### config.mk
export PLATFORM = sky130hd
export DESIGN_NAME = score_display
export DESIGN_NICKNAME = d
export VERILOG_FILES = /design/src/rtl/score_display.sv
export SDC_FILE = /design/constraint.sdc
export NUM_CORES = 1
export LEC_CHECK = 0
export CAP_MARGIN = 40
export CELL_PAD_IN_SITES_DETAIL_PLACEMENT = 1
export CELL_PAD_IN_SITES_GLOBAL_PLACEMENT = 2
export CORE_ASPECT_RATIO = 1.25
export CORE_UTILIZATION = 30
export DETAILED_ROUTE_END_ITERATION = 8
export GPL_TIMING_DRIVEN = 0
export PLACE_DENSITY = 0.87
export SETUP_SLACK_MARGIN = 0.02
export SLEW_MARGIN = 20
export SYNTH_ARGS = -nofsm -noshare
export SYNTH_HDL_FRONTEND = slang
export SYNTH_SLANG_ARGS = --single-unit
### constraint.sdc
create_clock -name clk -period 5 [get_ports clk]
set_input_delay 0.75 -clock clk [delete_from_list [all_inputs] [get_ports clk]]
set_output_delay 0.75 -clock clk [all_outputs]
set_load 0.02 [all_outputs]
### src/rtl/score_display.sv
// Score keeper and two-digit score renderer: frame-synchronous score commits,
// PLAY/OVER winner blink, and a 3-stage raster pipeline around a shared glyph ROM.
module score_display #(
  parameter int unsigned LEFT_X     = 280,
  parameter int unsigned RIGHT_X    = 344,
  parameter int unsigned TOP_Y      = 16,
  parameter int unsigned SCALE_LOG2 = 3,
  parameter int unsigned MAX_SCORE  = 9
) (
  input  logic       clk,
  input  logic       rst_n,
  input  logic [9:0] hpos,
  input  logic [9:0] vpos,
  input  logic       frame_start,
  input  logic       point_left,
  input  logic       point_right,
  input  logic       new_game,
  output logic [1:0] glyph_x,
  output logic [2:0] glyph_y,
  output logic [3:0] glyph_value,
  input  logic       glyph_pixel,
  output logic       pixel_on,
  output logic [3:0] score_left,
  output logic [3:0] score_right,
  output logic       game_over
);

  localparam int unsigned BOX_W = 3 << SCALE_LOG2;
  localparam int unsigned BOX_H = 5 << SCALE_LOG2;
  localparam logic [3:0]  MAX4  = 4'(MAX_SCORE);

  typedef enum logic {
    ST_PLAY = 1'b0,
    ST_OVER = 1'b1
  } state_e;

  state_e     state_q, state_d;
  logic       pend_l_q, pend_l_d;
  logic       pend_r_q, pend_r_d;
  logic       pend_ng_q, pend_ng_d;
  logic [3:0] score_l_q, score_l_d;
  logic [3:0] score_r_q, score_r_d;
  logic [4:0] frame_cnt_q, frame_cnt_d;
  logic       game_over_q;

  logic       take_l, take_r, take_ng;

  assign take_l  = pend_l_q  | point_left;
  assign take_r  = pend_r_q  | point_right;
  assign take_ng = pend_ng_q | new_game;

  // Score/state next-state: pulses accumulate, everything commits on frame_start.
  always_comb begin
    pend_l_d    = take_l;
    pend_r_d    = take_r;
    pend_ng_d   = take_ng;
    score_l_d   = score_l_q;
    score_r_d   = score_r_q;
    state_d     = state_q;
    frame_cnt_d = frame_cnt_q;
    if (frame_start) begin
      pend_l_d    = 1'b0;
      pend_r_d    = 1'b0;
      pend_ng_d   = 1'b0;
      frame_cnt_d = frame_cnt_q + 5'd1;
      if (take_ng) begin
        score_l_d = 4'd0;
        score_r_d = 4'd0;
        state_d   = ST_PLAY;
      end else if (state_q == ST_PLAY) begin
        score_l_d = score_l_q + {3'd0, take_l};
        score_r_d = score_r_q + {3'd0, take_r};
        if ((score_l_d == MAX4) || (score_r_d == MAX4)) begin
          state_d     = ST_OVER;
          frame_cnt_d = 5'd0;
        end
      end
    end
  end

  always_ff @(posedge clk or negedge rst_n) begin
    if (!rst_n) begin
      state_q     <= ST_PLAY;
      pend_l_q    <= 1'b0;
      pend_r_q    <= 1'b0;
      pend_ng_q   <= 1'b0;
      score_l_q   <= 4'd0;
      score_r_q   <= 4'd0;
      frame_cnt_q <= 5'd0;
      game_over_q <= 1'b0;
    end else begin
      state_q     <= state_d;
      pend_l_q    <= pend_l_d;
      pend_r_q    <= pend_r_d;
      pend_ng_q   <= pend_ng_d;
      score_l_q   <= score_l_d;
      score_r_q   <= score_r_d;
      frame_cnt_q <= frame_cnt_d;
      game_over_q <= (state_d == ST_OVER);
    end
  end

  // Stage 0: raster position to digit cell and glyph address.
  logic [9:0] dxl, dxr, dy, dx_sel;
  logic       in_left, in_right, in_box, hide_l, hide_r, hidden;
  logic [1:0] gx_d;
  logic [2:0] gy_d;
  logic [3:0] gv_d;
  logic       vis1_d;

  assign dxl      = hpos - 10'(LEFT_X);
  assign dxr      = hpos - 10'(RIGHT_X);
  assign dy       = vpos - 10'(TOP_Y);
  assign in_left  = (dxl < 10'(BOX_W)) && (dy < 10'(BOX_H));
  assign in_right = (dxr < 10'(BOX_W)) && (dy < 10'(BOX_H));
  assign in_box   = in_left | in_right;
  assign dx_sel   = in_left ? dxl : dxr;
  assign hide_l   = (state_q == ST_OVER) && (score_l_q == MAX4) && frame_cnt_q[4];
  assign hide_r   = (state_q == ST_OVER) && (score_r_q == MAX4) && frame_cnt_q[4];
  assign hidden   = in_left ? hide_l : hide_r;

  always_comb begin
    gx_d   = 2'd0;
    gy_d   = 3'd0;
    gv_d   = 4'd0;
    vis1_d = 1'b0;
    if (in_box) begin
      gx_d   = 2'(dx_sel >> SCALE_LOG2);
      gy_d   = 3'(dy >> SCALE_LOG2);
      gv_d   = in_left ? score_l_q : score_r_q;
      vis1_d = !hidden;
    end
  end

  // Stages 1-3: address out, wait for ROM, gate returned glyph bit.
  logic [1:0] glyph_x_q;
  logic [2:0] glyph_y_q;
  logic [3:0] glyph_value_q;
  logic       vis1_q, vis2_q, pixel_on_q;

  always_ff @(posedge clk or negedge rst_n) begin
    if (!rst_n) begin
      glyph_x_q     <= 2'd0;
      glyph_y_q     <= 3'd0;
      glyph_value_q <= 4'd0;
      vis1_q        <= 1'b0;
      vis2_q        <= 1'b0;
      pixel_on_q    <= 1'b0;
    end else begin
      glyph_x_q     <= gx_d;
      glyph_y_q     <= gy_d;
      glyph_value_q <= gv_d;
      vis1_q        <= vis1_d;
      vis2_q        <= vis1_q;
      pixel_on_q    <= vis2_q & glyph_pixel;
    end
  end

  assign glyph_x     = glyph_x_q;
  assign glyph_y     = glyph_y_q;
  assign glyph_value = glyph_value_q;
  assign pixel_on    = pixel_on_q;
  assign score_left  = score_l_q;
  assign score_right = score_r_q;
  assign game_over   = game_over_q;

endmodule

Word level (Yosys, flattened, before mapping) --
Cells that the tools add are included.
Word-level totals: register bits 29, bits in latches 0, bits in writable memories 0, memory bits (read-only) 0, bits of input ports 27, output and inout port bits 19, word-level logic and storage cells 61, memories 0
Operators by class: add/sub/neg operators 6, multipliers 0, divide/modulo/power cells 0, order comparisons 3, eq/ne operators 5, shift operators 0, mux-type cells 20, bitwise gates (word level) 5, reduce and logical (&&, ||, !) cells 9
Operator list (count):
- $mux W4 | 6
- $lt A10 B5 Y1 const B | 2
- $mux W5 | 4
- $sub A10 B9 Y10 const B | 2
- $eq A4 B4 Y1 const B | 4
- $lt A10 B6 Y1 const B | 1
- $sub A10 B5 Y10 const B | 1
- $add A4 B1 Y4 | 2
- $mux W1 | 8
- $logic_and A1 B1 Y1 | 6
- $add A5 B1 Y5 const B | 1
- $or A1 B1 Y1 | 4
- $mux W3 | 1
- $mux W2 | 1
- $ne A2 B1 Y1 const B | 1
- $reduce_and A2 Y1 | 1
- $and A1 B1 Y1 | 1
- $logic_not A1 Y1 | 1
- $logic_or A1 B1 Y1 | 1

Depth between registers and ports, before layout --
Gate-level depths: netlist of the first run.
depth after elaboration 7, depth in mapped cells 8

Least setup slack after synthesis of the first run --
No wires, ideal clock.
path kind input to register, start input port point_right, end register frame_cnt_q[1], library setup time 0.120 ns, arrival 2.113 ns, data required time 4.880 ns, setup slack 2.766 ns, stages 7, path buffers 0, path through or2_2 -> ha_1 -> ha_1 -> nand4b_1 -> o22ai_1 -> and2_1 -> nor2_1
On the way: cells in the longest elaborated chain, start to end 7
RTL lines:
- start, declared | line 16 | input logic point_right,
- $or A1 B1 Y1 | line 49 | assign take_r = pend_r_q | point_right;
- $add A4 B1 Y4 | line 72 | score_r_d = score_r_q + {3'd0, take_r};
- $eq A4 B4 Y1 | line 73 | if ((score_l_d == MAX4) || (score_r_d == MAX4)) begin
- $logic_or A1 B1 Y1 | line 73
- $mux W5 | line 73
- $mux W5 | line 70 | end else if (state_q == ST_PLAY) begin
- $mux W5 | line 66 | if (take_ng) begin
- end signal, assigned | line 98 | frame_cnt_q <= frame_cnt_d;
- end, declared | line 43 | logic [4:0] frame_cnt_q, frame_cnt_d;
Every way passes these cells. A chain may end at the register's enable or synchronous reset.

Worst setup path in the final report of the first run --
start input port point_right, end register frame_cnt_q[2]
Same word-level chain as after synthesis.

==> metrics.md, run 1 <==
| Metric | Value |
|---|---|
| Worst hold path class | reg2reg |
| FF-to-FF Start | pend_r_q |
| Top cells by area, synth | sky130_fd_sc_hd__dfrtp_1 47%, sky130_fd_sc_hd__ha_1 7.2%, sky130_fd_sc_hd__xor2_1 4.5% |
| R2R Setup Slk | 2910 ps |
| Number of nets produced by synthesis | 190 |
| CTS sink count | 29 |
| Worst slew margin | 47.77% |
| Mux cell area share after synthesis | 1.283% |
| Top-Level Pins | 46 |
| Root buffer cell | sky130_fd_sc_hd__clkbuf_8 |
| Most frequent cell after synthesis | sky130_fd_sc_hd__dfrtp_1 |
| Crit path max-delay cell type | sky130_fd_sc_hd__clkdlybuf4s50_1 |
| Initial antenna violation count | 0 |
| Total track usage | 15.66% |
| Maximum cell stage delay along the critical path | 390 ps |
| Worst-Skew Late Latency | 280 ps |
| Number of nets in the layout | 236 |
| Worst reg-to-reg path cell count | 7 |
| Initial Util | 30.94% |
| Number of enable flip-flop cells after synthesis | 0 |
| Total routed wirelength | 3.796 mm |
| Largest family of logic cells by synthesized area | simple AND/OR/NAND/NOR gates |
| End point of the most critical hold path | vis2_q |
| Final count of negative-setup-slack endpoints | 0 |
| Synthesized area per cell | 10.13 um^2 |
| Ratio of cells with drive above 1 in the final layout | 8.458% |
| Slew at the pin with the worst max-slew slack | 777.4 ps |
| Commonest register cell after synthesis | sky130_fd_sc_hd__dfrtp_1 |
| Final critical-path share of the clock period | 51.95% |
| Setup repair after global routing missed its margin | false |
| Standard-cell row count | 29 |
| Largest net degree at the start of global routing | 30 |
| Data arrival, critical path | 2770 ps |
| Area added between synthesis and finish | 37.13% |
| Vias in the first global route | 1329 |
| Crit Path Max Fanout | 4 |
| Run status | completed |
| RR Endpoint | frame_cnt_q[2] |
| PD cells | 311.9 mW/mm^2 |
| Number of CTS-inserted buffers | 5 |
| # Post-CTS Setup Buffers | 0 |
| Fraction of the mapped netlist area in simple logic gates | 25.90% |
| Sum of negative setup slack | 0 ps |
| Adder-cell area share of the yosys netlist | 7.217% |
| Die X | 66.51 um |
| Max Clock Freq | 0.3850 GHz |
| Library cell with the largest summed area after synthesis | sky130_fd_sc_hd__dfrtp_1 |
| Placeable core region | 0.005044 mm^2 |
| Crit. End Element | flip-flop |
| Final antenna diode count | 0 |
| Total die area | 0.005495 mm^2 |
| Most frequent cell on the critical path | sky130_fd_sc_hd__ha_1 |
| HPWL Detailed | 2.879 mm |
| Sequential fraction of the synthesis area | 46.51% |
| Fin. Hold Viols | 0 |
| Iteration-0 DRC Markers | 37 |
| First-pass GRT wire length | 6.265 mm |
| Post-CTS Resized | 0 |
| Count of nets left with antenna violations after detail routing | 0 |
| Worst path cell trace | clkdlybuf4s50_1, or2_2, ha_1, ha_1, nand4b_1, o22ai_1, and2_1, nor2_1 |
| Worst Hold Depth | 0 |
| Endpoint required time on the critical path | 5170 ps |
| Wire per inst | 14.43 um |
| Critical path type | in2reg |
| Global routing's busiest layer | met2 |
| Slew Limit Fails | 0 |
| Crit path launch type | input port |
| Synth unique cells | 34 |
| Maximum vdd ir drop | 128.9 uV |
| Met3 Resource Use GR | 5.632% |
| Total overflow reported by the global router | 0 |
| Area of the mapped netlist | 0.001560 mm^2 |
| Synth Area in Compound Gates | 11.79% |
| CTS H-tree lvls | 2 |
| # port buffers | 39 |
| Clock Skews | 6.749 ps |
| XOR/XNOR Fraction of Synth Area | 5.613% |
| Final weighted congestion in routability-driven placement | 0.7005 |
| Die span in y | 82.63 um |
| Met2 routing resource usage after global routing | 26.84% |
| Average vias per placed instance | 4.966 |
| Overall Power | 667.4 uW |
| Worst hold path startpoint | vis1_q |
| Number of fill cells in the layout | 581 |
| Share of Yosys cell area claimed by the top area cell type | 46.51% |
| Instance count of the mapped netlist | 154 |
| Count of unresolved DRC violations after routing | 0 |
| Maximum buffer depth of the clock tree | 2 |
| Syn. warnings | 0 |
| Clk slew on worst S/H paths | 70 ps |
| Grt met1 use | 18.05% |
| Synth top cells by count | 29 x sky130_fd_sc_hd__dfrtp_1, 15 x sky130_fd_sc_hd__nor2_1, 13 x sky130_fd_sc_hd__o21ai_0 |
| Pre-Repair DR Iteration Count | 6 |
| CTS tree | done |
| Shortest period the worst path allows | 2598 ps |
| Via count | 1306 |
| Leakage power | 0.0009011 uW |
| Proportion of synthesized flip-flops having asynchronous set or reset | 100.0% |
| Max-capacitance violation count | 0 |
| Hold-fix buffers at CTS | 0 |
| Register bit total from synthesis | 29 |
per-stage QoR:
step	utilization [%]	instance area, um^2	cells	setup slack [ps]	hold WS (ps)
final	42.42	2140	263	2402	347.0
after detailed placement	40.11	2023	255	2100	336.5
after global placement	40.21	2028	255	2131	332.4
after global routing	42.42	2140	263	2285	359.3
after CTS	42.42	2140	263	2400	350.1
after floorplan	-	1560	154	2766	331.2
metal layers:
metal / up-vias / part of all wire (%)
met5: - / 0
met4: 0 / 1.2
met3: 4 / 6.2
met2: 33 / 50
met1: 628 / 43
li1: 641 / -
placed cells by master, fill, tap and decap left out, types with 2 or more instances in the layout:
cell,count
sky130_fd_sc_hd__nand4_1,4
sky130_fd_sc_hd__nor2b_1,5
sky130_fd_sc_hd__nand4b_1,2
sky130_fd_sc_hd__inv_1,5
sky130_fd_sc_hd__o21ai_0,13
sky130_fd_sc_hd__nor3b_1,2
sky130_fd_sc_hd__a21oi_1,7
sky130_fd_sc_hd__clkbuf_1,3
sky130_fd_sc_hd__nand2b_1,4
sky130_fd_sc_hd__dfrtp_1,29
sky130_fd_sc_hd__and2_1,3
sky130_fd_sc_hd__xnor2_1,2
sky130_fd_sc_hd__xor2_1,8
sky130_fd_sc_hd__nand2_1,10
sky130_fd_sc_hd__nor2_1,15
sky130_fd_sc_hd__clkbuf_8,6
sky130_fd_sc_hd__nor3_1,4
sky130_fd_sc_hd__mux2i_1,2
sky130_fd_sc_hd__a22o_1,4
sky130_fd_sc_hd__ha_1,9
sky130_fd_sc_hd__clkdlybuf4s50_1,38
sky130_fd_sc_hd__nand3b_1,4
sky130_fd_sc_hd__or2_2,4
sky130_fd_sc_hd__nand3_1,3
sky130_fd_sc_hd__or3_1,2
cells by family after synthesis:
| kind of cell | count (synthesis) |
|---|---|
| simple gates | 67 |
| compound gates | 30 |
| flops | 29 |
| xor+xnor | 10 |
| fa+ha+maj | 9 |
| buf+inv | 7 |
| mux | 2 |
worst max-delay path by stage:
stage / from / to / slack, ps / cells past startpoint
5_1_grt: point_right / frame_cnt_q[1] / 2280 / 8
3_3_place_gp: point_right / frame_cnt_q[1] / 2130 / 8
4_1_cts: point_right / frame_cnt_q[2] / 2400 / 8
3_5_place_dp: point_right / frame_cnt_q[2] / 2100 / 8
6_report: point_right / frame_cnt_q[2] / 2400 / 8
2_1_floorplan: point_right / frame_cnt_q[1] / 2770 / 7
area by class of cell:
cell class                      instances  area, um^2  area share [%]
Multi-Input combinational cell        118       808.3           37.78
Sequential cell                        29       725.7           33.92
Timing Repair Buffer                   39       385.4           18.01
Clock buffer                            7       86.33           4.035
Tap cell                               62       77.57           3.626
Clock inverter                          1       30.03           1.404
Inverter                                5       18.77          0.8772
Buffer                                  2       7.507          0.3509
flip-flops by register name (all words and copies together) (netlist names):
signal and count:
glyph_value 4, frame_cnt_q 5, pixel_on 1, vis2_q 1, score_left 4, vis1_q 1, glyph_x 2, pend_l_q 1
glyph_y 3, game_over 1, score_right 4, pend_r_q 1, pend_ng_q 1
power by group:
part | switching, uW | internal, uW
clock network | 93.8 | 162
registers | 27.6 | 261
logic | 60.8 | 61.7
total | 182 | 485
critical path: cells and delay by family:
kind | cells | cell delay [ps]
and+or+nand+nor | 4 | 840
adders and majority gates | 2 | 490
buffers and inverters | 1 | 390
AOI/OAI and AO/OA | 1 | 300
(Power assumes the default switching activity.)
==> run 2: changes to the inputs <==
--- a/config.mk
+++ b/config.mk
@@ -9,10 +9,10 @@
 export CELL_PAD_IN_SITES_DETAIL_PLACEMENT = 1
 export CELL_PAD_IN_SITES_GLOBAL_PLACEMENT = 2
 export CORE_ASPECT_RATIO = 1.25
-export CORE_UTILIZATION = 30
+export CORE_UTILIZATION = 25
 export DETAILED_ROUTE_END_ITERATION = 8
 export GPL_TIMING_DRIVEN = 0
-export PLACE_DENSITY = 0.87
+export PLACE_DENSITY = 0.78
 export SETUP_SLACK_MARGIN = 0.02
 export SLEW_MARGIN = 20
 export SYNTH_ARGS = -nofsm -noshare
==> constraint.sdc (replaced) <==
create_clock -name clk -period 2.1 [get_ports clk]
set_input_delay 0.315 -clock clk [delete_from_list [all_inputs] [get_ports clk]]
set_output_delay 0.315 -clock clk [all_outputs]
set_load 0.02 [all_outputs]
==> run 2 against run 1 <==
Net effect: die area is 19% higher; sequential share of layout area is 0.85 points lower; global-route usage is 2.6 points lower; cell count is 8.0% higher; via count is 0.38% higher; clock-buffer cell count stayed put; wire length is 4.4% higher; highest routed layer unchanged.
==> metrics.md, run 2 (synthesis gave the netlist of run 1 again) <==
| Metric | Value |
|---|---|
| Clock group share of total power | 34.5% (-3.9 points) |
| CTS sink count | 29 (unchanged) |
| Overall Power | 1504 uW (+130%) |
| Placed Cells incl. Taps | 275 (+7.8%) |
| Cell type group with the largest total delay on the critical path | simple AND/OR/NAND/NOR gates |
| Shortest period the worst path allows | 1992 ps |
| First-pass GRT wire length | 6.596 mm (+5.3%) |
| Final count of negative-setup-slack endpoints | 0 (unchanged) |
| Number of buffer and inverter stages on the critical path | 1 (unchanged) |
| Flop pwr share | 45.7% (+2.4 points) |
| Critical path type | in2reg |
| Final antenna diode count | 0 (unchanged) |
| Placeable core region | 0.005896 mm^2 (+17%) |
| Worst slew margin | 51.46% (+3.7 points) |
| Leakage power | 0.0008966 uW (-0.49%) |
| Part of the power in combinational logic | 19.8% (+1.4 points) |
| Crit Path Max Fanout | 4 (unchanged) |
| Vias in the first global route | 1369 (+3.0%) |
| Final worst slack | 107.9 ps (-2294 ps) |
| Setup repair after global routing missed its margin | true |
| Die span in y | 90.33 um (+9.3%) |
| Cell Count, Final, Fillers Out | 284 (+8.0%) |
| Worst hold path class | in2async |
| Commonest cells after routing, fill and taps aside | 36 x sky130_fd_sc_hd__clkdlybuf4s50_1, 29 x sky130_fd_sc_hd__dfrtp_1, 14 x sky130_fd_sc_hd__nor2_1 |
| Initial antenna violation count | 0 (unchanged) |
| Max-capacitance violation count | 0 (unchanged) |
| Standard-cell row count | 31 (+6.9%) |
| Wire per inst | 13.95 um (-3.3%) |
| Number of nets in the layout | 237 (+0.42%) |
| Switching component of the power | 436.3 uW (+140%) |
| Sum of negative setup slack | 0 ps (unchanged) |
| Switching share of total power | 29.01% (+1.7 points) |
| Maximum vdd ir drop | 214.4 uV (+66%) |
| Fin. Hold Viols | 0 (unchanged) |
| Maximum buffer depth of the clock tree | 2 (unchanged) |
| Clock Skews | 4.821 ps (-1.929 ps) |
| Root buffer cell | sky130_fd_sc_hd__clkbuf_8 |
| Final critical-path share of the clock period | 94.86% |
| Ratio of cells with drive above 1 in the final layout | 13.37% (+4.9 points) |
| Most common library cell in the layout ignoring fill and taps | sky130_fd_sc_hd__clkdlybuf4s50_1 |
| Cell Area, Placed | 0.002048 mm^2 (+1.2%) |
| Flip-flop count of the largest register, all copies and words added | 5 (unchanged) |
| Area added between synthesis and finish | 40.66% |
| Crit path launch type | input port |
| Top-Level Pins | 46 (unchanged) |
| Die X | 72.66 um (+9.3%) |
| Slew at the pin with the worst max-slew slack | 726.5 ps (-50.90 ps) |
| HPWL Detailed | 2.922 mm (+1.5%) |
| Cell-internal power | 1068 uW (+120%) |
| Worst path cell trace | clkdlybuf4s50_1, or2_2, ha_2, ha_4, nand4b_1, o22ai_2, and2_4, nor2_1 |
| Total overflow reported by the global router | 0 (unchanged) |
| CTS H-tree lvls | 2 (unchanged) |
| PD cells | 685.2 mW/mm^2 (+120%) |
| Final design area excluding fillers | 0.002195 mm^2 (+2.6%) |
| CTS tree | done |
| Total routed wirelength | 3.962 mm (+4.4%) |
| Crit. End Element | flip-flop |
| Via count | 1311 (+0.38%) |
| Endpoint required time on the critical path | 2270 ps (-2900 ps) |
| Iteration-0 DRC Markers | 78 (+110%) |
| Largest register by flop count | frame_cnt_q |
| # port buffers | 39 (unchanged) |
| # Post-CTS Setup Buffers | 0 (unchanged) |
| Hold-fix buffers at CTS | 0 (unchanged) |
| Worst-Skew Late Latency | 290 ps (about the same) |
| Total track usage | 13.02% (-2.6 points) |
| Max Clock Freq | 0.5020 GHz |
| Crit path max-delay cell type | sky130_fd_sc_hd__clkdlybuf4s50_1 |
| Count of nets left with antenna violations after detail routing | 0 (unchanged) |
| Number of CTS-inserted buffers | 5 (unchanged) |
| Placement Setup Slack | -385.6 ps (-2485 ps) |
| Maximum cell stage delay along the critical path | 410 ps (+20 ps) |
| Count of unresolved DRC violations after routing | 0 (unchanged) |
| Run status | completed |
| Initial Util | 26.46% (-4.5 points) |
| Data arrival, critical path | 2170 ps (-600 ps) |
| Pre-Repair DR Iteration Count | 4 (-2) |
| Clk slew on worst S/H paths | 70 ps (about the same) |
| Average vias per placed instance | 4.616 (-7.0%) |
| Largest net degree at the start of global routing | 30 (unchanged) |
| Slew Limit Fails | 0 (unchanged) |
| Total die area | 0.006563 mm^2 (+19%) |
| Final weighted congestion in routability-driven placement | 0.7049 (+0.63%) |
==> run 2: cell count changes in the layout (fill, tap and decap cells not counted), sizes merged <==
cell           delta
clkinv            +1
dlygate4sd2       +2
clkdlybuf4s50     -2
nand3             +1
bufinv            -1
==> run 2: cell type report <==
cell class | count | area (um^2)
tap | 82 | 102.6
sequential | 29 | 725.7
inverter | 5 | 18.77
clock buffer | 7 | 96.34
buffer | 2 | 7.507
fill | 692 | 3701
multi-input combinational | 119 | 855.8
clock inverter | 1 | 5.005
timing repair buffer | 39 | 382.9
==> run 2: through the flow <==
step | hold WS (ps) | util [%]
CTS | 86.79 | 36.84
floorplan | 19.41 | -
global route | 126.6 | 37.22
global placement | 334.1 | 34.83
finish | 70.53 | 37.22
detailed placement | 341.8 | 34.74
==> run 2: final timing paths <==
kind	from	to	depth (start not counted)	slack [ps]
min in group clk	vis1_q	vis2_q	0	360
max in group asynchronous	rst_n	frame_cnt_q[2]	1	1590
worst min register to register	vis1_q	vis2_q	0	360
worst min-delay path	rst_n	score_right[3]	1	70
worst max-delay path	point_right	frame_cnt_q[2]	8	110
worst max register to register	pend_r_q	frame_cnt_q[2]	7	210
==> run 2: repair_timing <==
action | in CTS | in global routing
pin swaps | 2 | 2
setup endpoints to repair | 6 | 8
cloned | 1 | 0
gates resized for setup | 6 | 4
==> run 2: power by group through the flow <==
| stage | logic (uW) | clock network, uW | registers, uW |
|---|---|---|---|
| after floorplan | 172 | 0 | 688 |
| after global placement | 285 | 0 | 698 |
| after detailed placement | 294 | 0 | 698 |
| after CTS | 301 | 540 | 688 |
| after global routing | 338 | 559 | 696 |
| final | 298 | 518 | 687 |
==> run 2: per-layer routing <==
| metal | GRT usage, % | up-vias | part of all wire (%) |
|---|---|---|---|
| li1 | - | 638 | - |
| met1 | 15.30 | 638 | 44 |
| met2 | 22.59 | 30 | 50 |
| met3 | 2.679 | 5 | 3.5 |
| met4 | 5.229 | 0 | 2.0 |
| met5 | 0 | - | 0 |
